--- src/rtl/pixel_strobe_tx.sv ---
// Generic request buffer: push/pop with registered occupancy, head word always visible.
// Latency: a word pushed at one edge is poppable from the next edge on (no bypass).
// Backpressure: caller must not push when o_level == DEPTH nor pop when o_level == 0.
module pixel_strobe_fifo #(
  parameter int W     = 8,
  parameter int DEPTH = 4
) (
  input  logic                       clk_cpu,
  input  logic                       rst_cpu_n,
  input  logic                       i_push_vld,
  input  logic [W-1:0]               i_push_dat,
  input  logic                       i_pop,
  output logic [W-1:0]               o_head_dat,
  output logic [$clog2(DEPTH+1)-1:0] o_level
);
  localparam int AW = $clog2(DEPTH);
  localparam int LW = $clog2(DEPTH+1);

  logic [W-1:0]  r_mem [DEPTH];
  logic [AW-1:0] r_wr_ptr;
  logic [AW-1:0] r_rd_ptr;
  logic [LW-1:0] r_level;

  always_ff @(posedge clk_cpu) begin
    if (!rst_cpu_n) begin
      r_wr_ptr <= '0;
      r_rd_ptr <= '0;
      r_level  <= '0;
    end else begin
      if (i_push_vld) begin
        r_mem[r_wr_ptr] <= i_push_dat;
        r_wr_ptr        <= r_wr_ptr + 1'b1;
      end
      if (i_pop) begin
        r_rd_ptr <= r_rd_ptr + 1'b1;
      end
      case ({i_push_vld, i_pop})
        2'b10:   r_level <= r_level + 1'b1;
        2'b01:   r_level <= r_level - 1'b1;
        default: r_level <= r_level;
      endcase
    end
  end

  assign o_head_dat = r_mem[r_rd_ptr];
  assign o_level    = r_level;
endmodule

// Pixel-point transmitter: buffers requests and presents them to the CDC with a level strobe.
// Latency: data registered one edge after accept, strobe rises SETUP_CYCLES later; period S+T+G+1.
// Backpressure: in_ready drops while the buffer is full; a same-edge pop does not reopen it.
module pixel_strobe_tx #(
  parameter int FIFO_DEPTH    = 4,
  parameter int SETUP_CYCLES  = 1,
  parameter int STROBE_CYCLES = 2,
  parameter int GAP_CYCLES    = 1
) (
  input  logic                            clk_cpu,
  input  logic                            rst_cpu_n,
  input  logic                            in_valid,
  output logic                            in_ready,
  input  logic [9:0]                      in_x,
  input  logic [9:0]                      in_y,
  input  logic [2:0]                      in_brightness,
  output logic [9:0]                      cpu_pixel_x,
  output logic [9:0]                      cpu_pixel_y,
  output logic [2:0]                      cpu_pixel_brightness,
  output logic                            cpu_pixel_shift,
  output logic [$clog2(FIFO_DEPTH+1)-1:0] fifo_level,
  output logic                            busy
);
  localparam int LW     = $clog2(FIFO_DEPTH+1);
  localparam int MAX_SS = (SETUP_CYCLES > STROBE_CYCLES) ? SETUP_CYCLES : STROBE_CYCLES;
  localparam int MAX_P  = (MAX_SS > GAP_CYCLES) ? MAX_SS : GAP_CYCLES;
  localparam int CW     = $clog2(MAX_P) + 1;

  typedef struct packed {
    logic [9:0] x;
    logic [9:0] y;
    logic [2:0] b;
  } pix_t;

  typedef enum logic [1:0] {
    S_IDLE,
    S_SETUP,
    S_STROBE,
    S_GAP
  } state_t;

  state_t        r_state;
  logic [CW-1:0] r_cnt;
  pix_t          r_pix;
  logic          r_shift;

  pix_t          w_push_dat;
  pix_t          w_head_dat;
  logic [LW-1:0] w_level;
  logic          w_push;
  logic          w_pop;

  assign w_push_dat = '{x: in_x, y: in_y, b: in_brightness};
  assign in_ready   = rst_cpu_n & (w_level != LW'(FIFO_DEPTH));
  assign w_push     = in_valid & in_ready;
  // Pop decision uses the registered level, so a fresh push is never popped on its own edge.
  assign w_pop      = (r_state == S_IDLE) & (w_level != '0);

  pixel_strobe_fifo #(
    .W     ($bits(pix_t)),
    .DEPTH (FIFO_DEPTH)
  ) u_fifo (
    .clk_cpu    (clk_cpu),
    .rst_cpu_n  (rst_cpu_n),
    .i_push_vld (w_push),
    .i_push_dat (w_push_dat),
    .i_pop      (w_pop),
    .o_head_dat (w_head_dat),
    .o_level    (w_level)
  );

  always_ff @(posedge clk_cpu) begin
    if (!rst_cpu_n) begin
      r_state <= S_IDLE;
      r_cnt   <= '0;
      r_pix   <= '0;
      r_shift <= 1'b0;
    end else begin
      case (r_state)
        S_IDLE: begin
          if (w_pop) begin
            r_pix   <= w_head_dat;
            r_cnt   <= CW'(SETUP_CYCLES - 1);
            r_state <= S_SETUP;
          end
        end
        S_SETUP: begin
          if (r_cnt == '0) begin
            r_shift <= 1'b1;
            r_cnt   <= CW'(STROBE_CYCLES - 1);
            r_state <= S_STROBE;
          end else begin
            r_cnt <= r_cnt - 1'b1;
          end
        end
        S_STROBE: begin
          if (r_cnt == '0) begin
            r_shift <= 1'b0;
            r_cnt   <= CW'(GAP_CYCLES - 1);
            r_state <= S_GAP;
          end else begin
            r_cnt <= r_cnt - 1'b1;
          end
        end
        S_GAP: begin
          if (r_cnt == '0) begin
            r_state <= S_IDLE;
          end else begin
            r_cnt <= r_cnt - 1'b1;
          end
        end
        default: r_state <= S_IDLE;
      endcase
    end
  end

  assign cpu_pixel_x          = r_pix.x;
  assign cpu_pixel_y          = r_pix.y;
  assign cpu_pixel_brightness = r_pix.b;
  assign cpu_pixel_shift      = r_shift;
  assign fifo_level           = w_level;
  assign busy                 = (r_state != S_IDLE) | (w_level != '0);
endmodule

--- config.mk ---
export PLATFORM = sky130hd
export DESIGN_NAME = pixel_strobe_tx
export DESIGN_NICKNAME = d
export VERILOG_FILES = /design/src/rtl/pixel_strobe_tx.sv
export SDC_FILE = /design/constraint.sdc
export NUM_CORES = 1
export LEC_CHECK = 0
export CAP_MARGIN = 25
export CORE_UTILIZATION = 30
export CTS_CLUSTER_SIZE = 40
export DETAILED_ROUTE_END_ITERATION = 10
export PLACE_DENSITY = 0.46
export RECOVER_POWER = 100
export SYNTH_ARGS = -nofsm -noshare
export SYNTH_HDL_FRONTEND = slang
export SYNTH_HIERARCHICAL = 1
export SYNTH_SLANG_ARGS = --single-unit
--- constraint.sdc ---
create_clock -name clk_cpu -period 5.9 [get_ports clk_cpu]
set_input_delay 1.77 -clock clk_cpu [delete_from_list [all_inputs] [get_ports clk_cpu]]
set_output_delay 1.77 -clock clk_cpu [all_outputs]
set_load 0.02 [all_outputs]
==> flow_summary.json, run 1 <==
{
  "slowest_stage": "clkbuf_1",
  "grtUsageTotal_pct": 12.6,
  "yosysMostFrequentCell": "edfxtp_1",
  "rows": 47,
  "nets": 423,
  "period_needed_ns": 5.07,
  "hold_viol_final": 0,
  "p_comb_share_pct": 25.3,
  "cts_buffers": 17,
  "initial_utilization_pct": 30.7,
  "dieArea_sq_mm": 0.0174,
  "swShare_pct": 29.5,
  "tns_ns": 0,
  "grt_pass1_vias": 2860,
  "cp.arrival_ns": 5.08,
  "gp_congestion": 0.687,
  "dp_hpwl_microns": 5770,
  "drtIter0Drc": 126,
  "power_switching_uw": 889,
  "path_class": "in -> reg",
  "cts_buffer_depth": 2,
  "crit_path_end": "u_fifo/r_mem[1][1]",
  "synth_largest_area_cell": "edfxtp_1",
  "port_buffers": 54,
  "cp-start-kind": "input pin",
  "synth-seq-cells": 129,
  "synth_area_leaders": "edfxtp_1 54%, dfxtp_1 15%, mux4_2 8.9%, nand2_1 4.0%, ha_1 3.5%",
  "cts_tree": "yes",
  "num-fill-cells": 1549,
  "postCtsHoldBufs": 0,
  "cpMostUsedCell": "clkbuf_1",
  "post_cts_buffers": 0,
  "cts-root-buf": "clkbuf_16",
  "rsz0062_at_grt": "no",
  "r2r_end": "u_fifo/o_level[2]",
  "clkSinkCount": 129,
  "post_drt_wl_per_cell_microns": 16.1,
  "slew_headroom_pct": -16.9,
  "synth_edf_count": 92,
  "setup_viol": 0,
  "register_area_sq_mm": 0.00350,
  "detail_route.drc_violations": 0,
  "synth_cell_types": 33,
  "antennaDiodeCount": 0,
  "htreeDepth": 4,
  "netlist_area_sq_mm": 0.00507,
  "hold_path.class": "reg -> reg",
  "die_h_microns": 132,
  "avgSynthCellArea_sq_um": 16.0,
  "synth_seq_area_share_pct": 69.1,
  "num_vias": 2727,
  "fp.dieW_microns": 132,
  "io_pins": 55,
  "irDropWorstVdd_mv": 0.296,
  "p_seq_share_pct": 39.3,
  "reg2reg_depth": 11,
  "leakagePower_nw": 2.24,
  "synth_top_area_share_pct": 54.5,
  "failed_checks": "capacitance limit, slew limit",
  "period_share_pct": 86.0,
  "maxCapViolCount": 5,
  "reg2reg_slack_ns": 2.93,
  "grt_max_degree": 43,
  "fin_area_sq_mm": 0.00643,
  "synthArstFlopShare_pct": 0,
  "power_density_mw_per_mm2": 468,
  "outcome": "finished, violations left",
  "path_cells": "dlygate4sd3_1, clkbuf_1, and3_1, clkbuf_1",
  "gr-total-overflow": 0,
  "crit-reg2reg-launch": "r_state[0]",
  "ant_nets": 0,
  "clkLatencyLatePin_ns": 0.41,
  "crit_buf_inv": 3,
  "vias_per_cell": 4.43,
  "finalWirelength_microns": 9890,
  "grt_pass1_wl_microns": 16000,
  "core_sq_mm": 0.0165,
  "placed_area_sq_mm": 0.00585,
  "slowest_delay_ns": 1.27,
  "p_int_mw": 2.12,
  "worst-path-stages": 4,
  "endpoint_kind": "flip-flop",
  "crit_start": "rst_cpu_n",
  "clkSlewWorstSetupHoldPaths_ns": 0.06,
  "antenna_found_initial": 0,
  "critPathMaxFanout": 42,
  "ys.flop_type": "edfxtp_1",
  "yosysWarnings": 6,
  "synth_cells": 316,
  "drv_slew": 139,
  "drt_pre_antenna_iters": 4,
  "skew_ns": 0.00720,
  "synthTopCellsByCount": "92 x edfxtp_1, 54 x nand2_1, 37 x dfxtp_1, 20 x a21boi_0, 20 x mux4_2",
  "cp_top_family": "buffers and inverters",
  "area_delta_synth_final_pct": 26.9,
  "multi_input_area_sq_mm": 0.00143,
  "required_ns": 5.91,
  "cts_resized": 0,
  "worstMarginPinSlew_ns": 1.75,
  "p_clk_share_pct": 35.4,
  "drive_gt1_share_pct": 12.9,
  "max_freq_ghz": 0.197,
  "syn_nets": 357
}
==> stage by stage <==
step / utilization, % / power, mW / instances / hold slack [ns] / worst slack (ns)
after floorplan: - / 1.73 / 316 / 0.483 / 1.82
after global placement: 35.4 / 2.01 / 583 / 0.442 / 1.03
after detailed placement: 35.4 / 2.02 / 583 / 0.452 / 1.01
after CTS: 39.0 / 3.10 / 615 / 0.461 / 1.00
after global routing: 38.9 / 3.20 / 615 / 0.494 / 0.530
final: 38.9 / 3.01 / 615 / 0.463 / 0.826
==> worst reg2reg max path, delay by kind of cell, from the launching register on <==
family	cells	cell delay (ns)
buffers and inverters	4	0.93
adders and majority gates	3	0.90
DFF	1	0.33
and+or+nand+nor	1	0.30
AOI/OAI and AO/OA	2	0.25
xor gates and xnor gates	1	0.17
==> power by group through the flow <==
stage / clock (mW) / combinational, mW / sequential, mW
final: 1.07 / 0.763 / 1.18
after global routing: 1.14 / 0.850 / 1.21
after CTS: 1.10 / 0.817 / 1.19
after detailed placement: 0 / 0.815 / 1.21
after global placement: 0 / 0.806 / 1.21
after floorplan: 0 / 0.502 / 1.23
==> placed cells by master (no fill, tap or decap), drive strengths merged <==
master / synthesis / routed
nand2: 54 / 54
xor2: 3 / 3
clkbuf: 6 / 26
ha: 14 / 14
a41o: 2 / 2
bufinv: 0 / 4
dlygate4sd3: 0 / 53
nor2b: 2 / 2
clkdlybuf4s50: 0 / 1
a21boi: 26 / 26
and3: 4 / 4
o21a: 1 / 1
o31ai: 1 / 1
o211ai: 1 / 1
or4b: 1 / 1
xnor2: 2 / 2
o211a: 1 / 1
or3: 1 / 1
clkinvlp: 0 / 1
edfxtp: 92 / 92
and2: 8 / 8
fa: 1 / 1
clkinv: 0 / 6
nor3: 1 / 1
o2bb2ai: 1 / 1
mux2i: 3 / 3
nor2: 3 / 3
o21ai: 6 / 6
inv: 12 / 12
a21oi: 2 / 2
mux4: 23 / 23
buf: 8 / 2
dfxtp: 37 / 37
==> cells by family after synthesis <==
logic type	after synthesis	share of synthesized area, %
buf+inv	26	2.84
mux	26	11.0
compound gates	41	5.95
simple gates	74	6.37
xor+xnor	5	0.864
fa+ha+maj	15	3.85
flops	129	69.1
==> worst min-delay path by stage <==
stage / from / to / slack (ns) / depth (start not counted)
after floorplan: r_state[1] / r_state[1] / 0.48 / 2
final: cpu_pixel_x[6] / cpu_pixel_x[6] / 0.46 / 2
after global routing: cpu_pixel_x[5] / cpu_pixel_x[5] / 0.49 / 2
after global placement: cpu_pixel_x[8] / cpu_pixel_x[8] / 0.44 / 2
after CTS: cpu_pixel_x[8] / cpu_pixel_x[8] / 0.46 / 2
after detailed placement: cpu_pixel_x[8] / cpu_pixel_x[8] / 0.45 / 2
==> flip-flops by register name, indices dropped and copies added, names as in the netlist, named ones only <==
name	count
cpu_pixel_brightness	3
u_fifo/r_mem	92
u_fifo/r_rd_ptr	2
cpu_pixel_shift	1
u_fifo/r_wr_ptr	2
cpu_pixel_y	10
u_fifo/o_level	3
r_cnt	2
r_state	2
cpu_pixel_x	10
==> metal layers <==
layer	GRT usage [%]	up-vias	part of all wire (%)
met1	15.5	1365	46
met2	20.3	51	48
met3	3.88	12	4.1
li1	-	1299	-
met4	6.20	0	1.7
met5	0	-	0
==> layout make-up <==
class | instances | area share [%]
clock inverter | 11 | 2.53
clock buffer | 21 | 6.85
sequential | 129 | 54.5
tap | 220 | 4.28
inverter | 12 | 0.700
timing repair buffer | 61 | 8.93
multi-input combinational | 161 | 22.2
(Power assumes the default switching activity.)
==> inputs of run 2 (changes only) <==
==> constraint.sdc (replaced) <==
create_clock -name clk_cpu -period 5.35 [get_ports clk_cpu]
set_input_delay 1.605 -clock clk_cpu [delete_from_list [all_inputs] [get_ports clk_cpu]]
set_output_delay 1.605 -clock clk_cpu [all_outputs]
set_load 0.02 [all_outputs]
==> flow_summary.json, run 2 (same netlist as run 1, synthesis figures left out) <==
{
  "final_cell_mix": "92 x edfxtp_1, 54 x nand2_1, 53 x dlygate4sd3_1",
  "drive_gt1_share_pct": 14.7,
  "power_density_mw_per_mm2": 508,
  "dp_hpwl_microns": 5780,
  "initial_utilization_pct": 30.7,
  "antenna_found_initial": 0,
  "rsz0062_at_grt": "no",
  "outcome": "finished, violations left",
  "postCtsHoldBufs": 0,
  "cts_buffers": 17,
  "p_comb_share_pct": 26.0,
  "post_drt_wl_per_cell_microns": 16.2,
  "grtUsageTotal_pct": 12.8,
  "period_share_pct": 87.7,
  "worstMarginPinSlew_ns": 1.75,
  "irDropWorstVdd_mv": 0.267,
  "cts_buffer_depth": 2,
  "maxCapViolCount": 1,
  "gp_congestion": 0.694,
  "multi_input_area_sq_mm": 0.00143,
  "endpoint_kind": "primary output",
  "grt_pass1_vias": 2980,
  "p_seq_share_pct": 40.1,
  "failed_checks": "capacitance limit, slew limit",
  "core_sq_mm": 0.0165,
  "final_common_cell": "edfxtp_1",
  "cp-start-kind": "input pin",
  "nets": 423,
  "swShare_pct": 30.9,
  "cts-root-buf": "clkbuf_16",
  "drtIter0Drc": 116,
  "register_area_sq_mm": 0.00350,
  "htreeDepth": 4,
  "hold_viol_final": 0,
  "dieArea_sq_mm": 0.0174,
  "finalWirelength_microns": 9990,
  "ant_nets": 0,
  "grt_pass1_wl_microns": 16400,
  "largest_reg_flops": 92,
  "finalWorstSetupSlack_ns": 0.660,
  "power_switching_mw": 1.00,
  "tns_ns": 0,
  "area_delta_synth_final_pct": 26.4,
  "top_register": "u_fifo/r_mem",
  "fp.dieW_microns": 132,
  "rows": 47,
  "antennaDiodeCount": 0,
  "cts_tree": "yes",
  "required_ns": 3.74,
  "slew_headroom_pct": -16.5,
  "drv_slew": 43,
  "max_freq_ghz": 0.213,
  "grt_max_degree": 43,
  "setup_viol": 0,
  "clkSlewWorstSetupHoldPaths_ns": 0.06,
  "pre_cts_ws_ns": 0.762,
  "period_needed_ns": 4.69,
  "num-fill-cells": 1519,
  "vias_per_cell": 4.48,
  "p_int_mw": 2.25,
  "clkSinkCount": 129,
  "port_buffers": 54,
  "hold_path.class": "reg -> reg",
  "p_total_mw": 3.25,
  "drt_pre_antenna_iters": 4,
  "cts_resized": 0,
  "p_clk_share_pct": 33.8,
  "skew_ns": 0.00651,
  "num_vias": 2757,
  "critPathMaxFanout": 2,
  "detail_route.drc_violations": 0,
  "gr-total-overflow": 0,
  "clkLatencyLatePin_ns": 0.41,
  "die_h_microns": 132,
  "post_cts_buffers": 0,
  "leakagePower_nw": 2.23,
  "cp.arrival_ns": 3.08,
  "io_pins": 55,
  "path_class": "in -> out"
}
-- run 2: changes by cell type in the layout (fill, tap and decap cells not counted) --
| cell | previous run | this run |
|---|---|---|
| and2_1 | 3 | 5 |
| clkinvlp_4 | 1 | 5 |
| bufinv_16 | 4 | 2 |
| clkbuf_2 | 0 | 4 |
| and2_0 | 5 | 3 |
| inv_6 | 0 | 1 |
| clkbuf_1 | 9 | 2 |
-- run 2: worst paths after layout --
kind	from	to	slack, ns	depth (start not counted)
max	rst_cpu_n	in_ready	0.66	3
min	cpu_pixel_x[8]	cpu_pixel_x[8]	0.46	2
max reg2reg	r_state[0]	u_fifo/o_level[2]	2.33	11
min reg2reg	cpu_pixel_x[8]	cpu_pixel_x[8]	0.46	2
-- run 2: power groups by stage --
stage | Clock [mW] | Combinational, mW | Sequential, mW
CTS | 1.13 | 0.902 | 1.32
global route | 1.17 | 0.939 | 1.33
finish | 1.10 | 0.847 | 1.31
floorplan | 0 | 0.554 | 1.35
detailed placement | 0 | 0.899 | 1.34
global placement | 0 | 0.888 | 1.33
-- run 2: worst max-delay path, cell delays in order --
cell and delay, ns:
dlygate4sd3_1 0.55, a21boi_0 0.22, dlygate4sd3_1 0.71
-- run 2: area by class of cell --
| type | count | share of cell area [%] |
|---|---|---|
| multi-input cells | 161 | 22.3 |
| repair buffers | 61 | 9.04 |
| well taps | 220 | 4.30 |
| inverters | 12 | 0.703 |
| clock buffers | 18 | 6.70 |
| flip-flops and latches | 129 | 54.7 |
| clock inverters | 14 | 2.21 |
-- run 2: routing by layer --
metal  GRT usage (%)  part of all wire (%)  up-vias
met4            6.40                   1.8        0
met1            15.1                    45     1380
met5               0                     0        -
met3            3.65                   3.8       14
met2            21.2                    50       56
li1                -                     -     1307
-- run 2: through the flow --
| stage | cells | instance area (sq um) | utilization [%] | hold WS, ns |
|---|---|---|---|---|
| finish | 615 | 6410 | 38.8 | 0.461 |
| global route | 615 | 6410 | 38.8 | 0.500 |
| CTS | 615 | 6420 | 38.9 | 0.453 |
| detailed placement | 583 | 5850 | 35.4 | 0.444 |
| global placement | 583 | 5850 | 35.4 | 0.443 |
| floorplan | 316 | 5070 | - | 0.483 |
==> inputs of run 3 (changes only) <==
--- a/config.mk
+++ b/config.mk
@@ -10,7 +10,6 @@
 export CTS_CLUSTER_SIZE = 40
 export DETAILED_ROUTE_END_ITERATION = 10
 export PLACE_DENSITY = 0.46
-export RECOVER_POWER = 100
 export SYNTH_ARGS = -nofsm -noshare
 export SYNTH_HDL_FRONTEND = slang
 export SYNTH_HIERARCHICAL = 1
==> flow_summary.json, run 3 (same netlist as run 1, synthesis figures left out) <==
{
  "cpMostUsedCell": "clkdlybuf4s50_1",
  "cts_buffer_depth": 2,
  "postCtsHoldBufs": 0,
  "detail_route.drc_violations": 0,
  "port_buffers": 54,
  "antenna_found_initial": 0,
  "period_share_pct": 85.6,
  "tns_ns": 0,
  "hold_path.class": "reg -> reg",
  "nets": 423,
  "drt_pre_antenna_iters": 4,
  "gp_congestion": 0.694,
  "setup_viol": 0,
  "final_cell_mix": "92 x edfxtp_1, 54 x nand2_1, 54 x clkdlybuf4s50_1",
  "grt_pass1_wl_microns": 16400,
  "use_met1_pct": 15.1,
  "initial_utilization_pct": 30.7,
  "power_density_mw_per_mm2": 513,
  "worstMarginPinSlew_ns": 0.900,
  "critPathMaxFanout": 2,
  "clkSinkCount": 129,
  "path_cells": "clkdlybuf4s50_1, a21boi_0, clkdlybuf4s50_1",
  "final_util_pct": 38.9,
  "cts_resized": 0,
  "htreeDepth": 4,
  "period_needed_ns": 4.58,
  "path_class": "in -> out",
  "vias_per_cell": 4.52,
  "finalWirelength_microns": 10000,
  "cp-start-kind": "input pin",
  "ant_nets": 0,
  "post_drt_wl_per_cell_microns": 16.3,
  "clkSlewWorstSetupHoldPaths_ns": 0.06,
  "met2_usage_pct": 21.2,
  "top_usage_layer": "met2",
  "grt_pass1_vias": 2980,
  "leakagePower_nw": 2.15,
  "drive_gt1_share_pct": 14.9,
  "maxCapViolCount": 0,
  "antennaDiodeCount": 0,
  "endpoint_kind": "primary output",
  "post_cts_buffers": 0,
  "grt_max_degree": 43,
  "cts_tree": "yes",
  "outcome": "complete, no violations",
  "final_common_cell": "edfxtp_1",
  "rows": 47,
  "rsz0062_at_grt": "no",
  "drv_slew": 0,
  "skew_ns": 0.00653,
  "holdWs_ns": 0.450,
  "fin_area_sq_mm": 0.00642,
  "cts_buffers": 17,
  "cts-root-buf": "clkbuf_16",
  "drtIter0Drc": 115,
  "max_freq_ghz": 0.218,
  "area_delta_synth_final_pct": 26.6,
  "cp.arrival_ns": 2.97,
  "hold_viol_final": 0,
  "fp.dieW_microns": 132,
  "top_register": "u_fifo/r_mem",
  "num_vias": 2778,
  "clkLatencyLatePin_ns": 0.41,
  "grtUsageTotal_pct": 12.8,
  "die_h_microns": 132,
  "slew_headroom_pct": 40.0,
  "io_pins": 55,
  "largest_reg_flops": 92,
  "core_sq_mm": 0.0165,
  "slowest_stage": "clkdlybuf4s50_1",
  "gr-usage-met3_pct": 3.65,
  "dp_hpwl_microns": 5780,
  "required_ns": 3.74,
  "gr-total-overflow": 0,
  "placed_area_sq_mm": 0.00585,
  "slowest_delay_ns": 0.65,
  "dieArea_sq_mm": 0.0174,
  "irDropWorstVdd_mv": 0.267
}
==> run 3: changes by cell type in the layout (fill, tap and decap cells not counted), sizes merged <==
cell	change
clkbuf	-5
clkdlybuf4s50	+53
dlygate4sd3	-53
buf	+5
==> run 3: critical path, delay by kind of cell <==
family / cells / cell delay [ns]
buffers and inverters: 2 / 1.13
AOI/OAI and AO/OA: 1 / 0.24
==> run 3: per-layer routing <==
| metal | wire length (microns) | vias to the layer above |
|---|---|---|
| li1 | - | 1307 |
| met1 | 4530 | 1411 |
| met2 | 4990 | 47 |
| met3 | 347 | 13 |
| met4 | 165 | 0 |
| met5 | 0 | - |
==> run 3: layout make-up <==
| cell class | count | area, sq um |
|---|---|---|
| flip-flops and latches | 129 | 3500 |
| fillers | 1514 | 10100 |
| multi-input cells | 161 | 1430 |
| repair buffers | 61 | 593 |
| clock inverters | 14 | 141 |
| well taps | 220 | 275 |
| clock buffers | 18 | 429 |
| inverters | 12 | 45.0 |
==> run 3: power breakdown <==
group	switching [mW]	internal (mW)	total [mW]
Clock	0.419	0.681	1.10
Sequential	0.123	1.19	1.31
Combinational	0.464	0.418	0.882
==> run 3: path summary, 6_finish.rpt <==
kind / start / end / slack (ns) / cells past startpoint
hold reg to reg: cpu_pixel_x[8] / cpu_pixel_x[8] / 0.45 / 2
setup / recovery: rst_cpu_n / in_ready / 0.77 / 3
setup reg to reg: r_state[0] / u_fifo/o_level[2] / 2.35 / 11
hold / removal: cpu_pixel_x[8] / cpu_pixel_x[8] / 0.45 / 2
==> run 3: metrics by stage <==
stage | worst slack [ns] | instances | total power, mW
global route | 0.728 | 615 | 3.48
global placement | 0.812 | 583 | 2.22
finish | 0.770 | 615 | 3.29
CTS | 0.759 | 615 | 3.35
detailed placement | 0.762 | 583 | 2.23
floorplan | 1.60 | 316 | 1.91
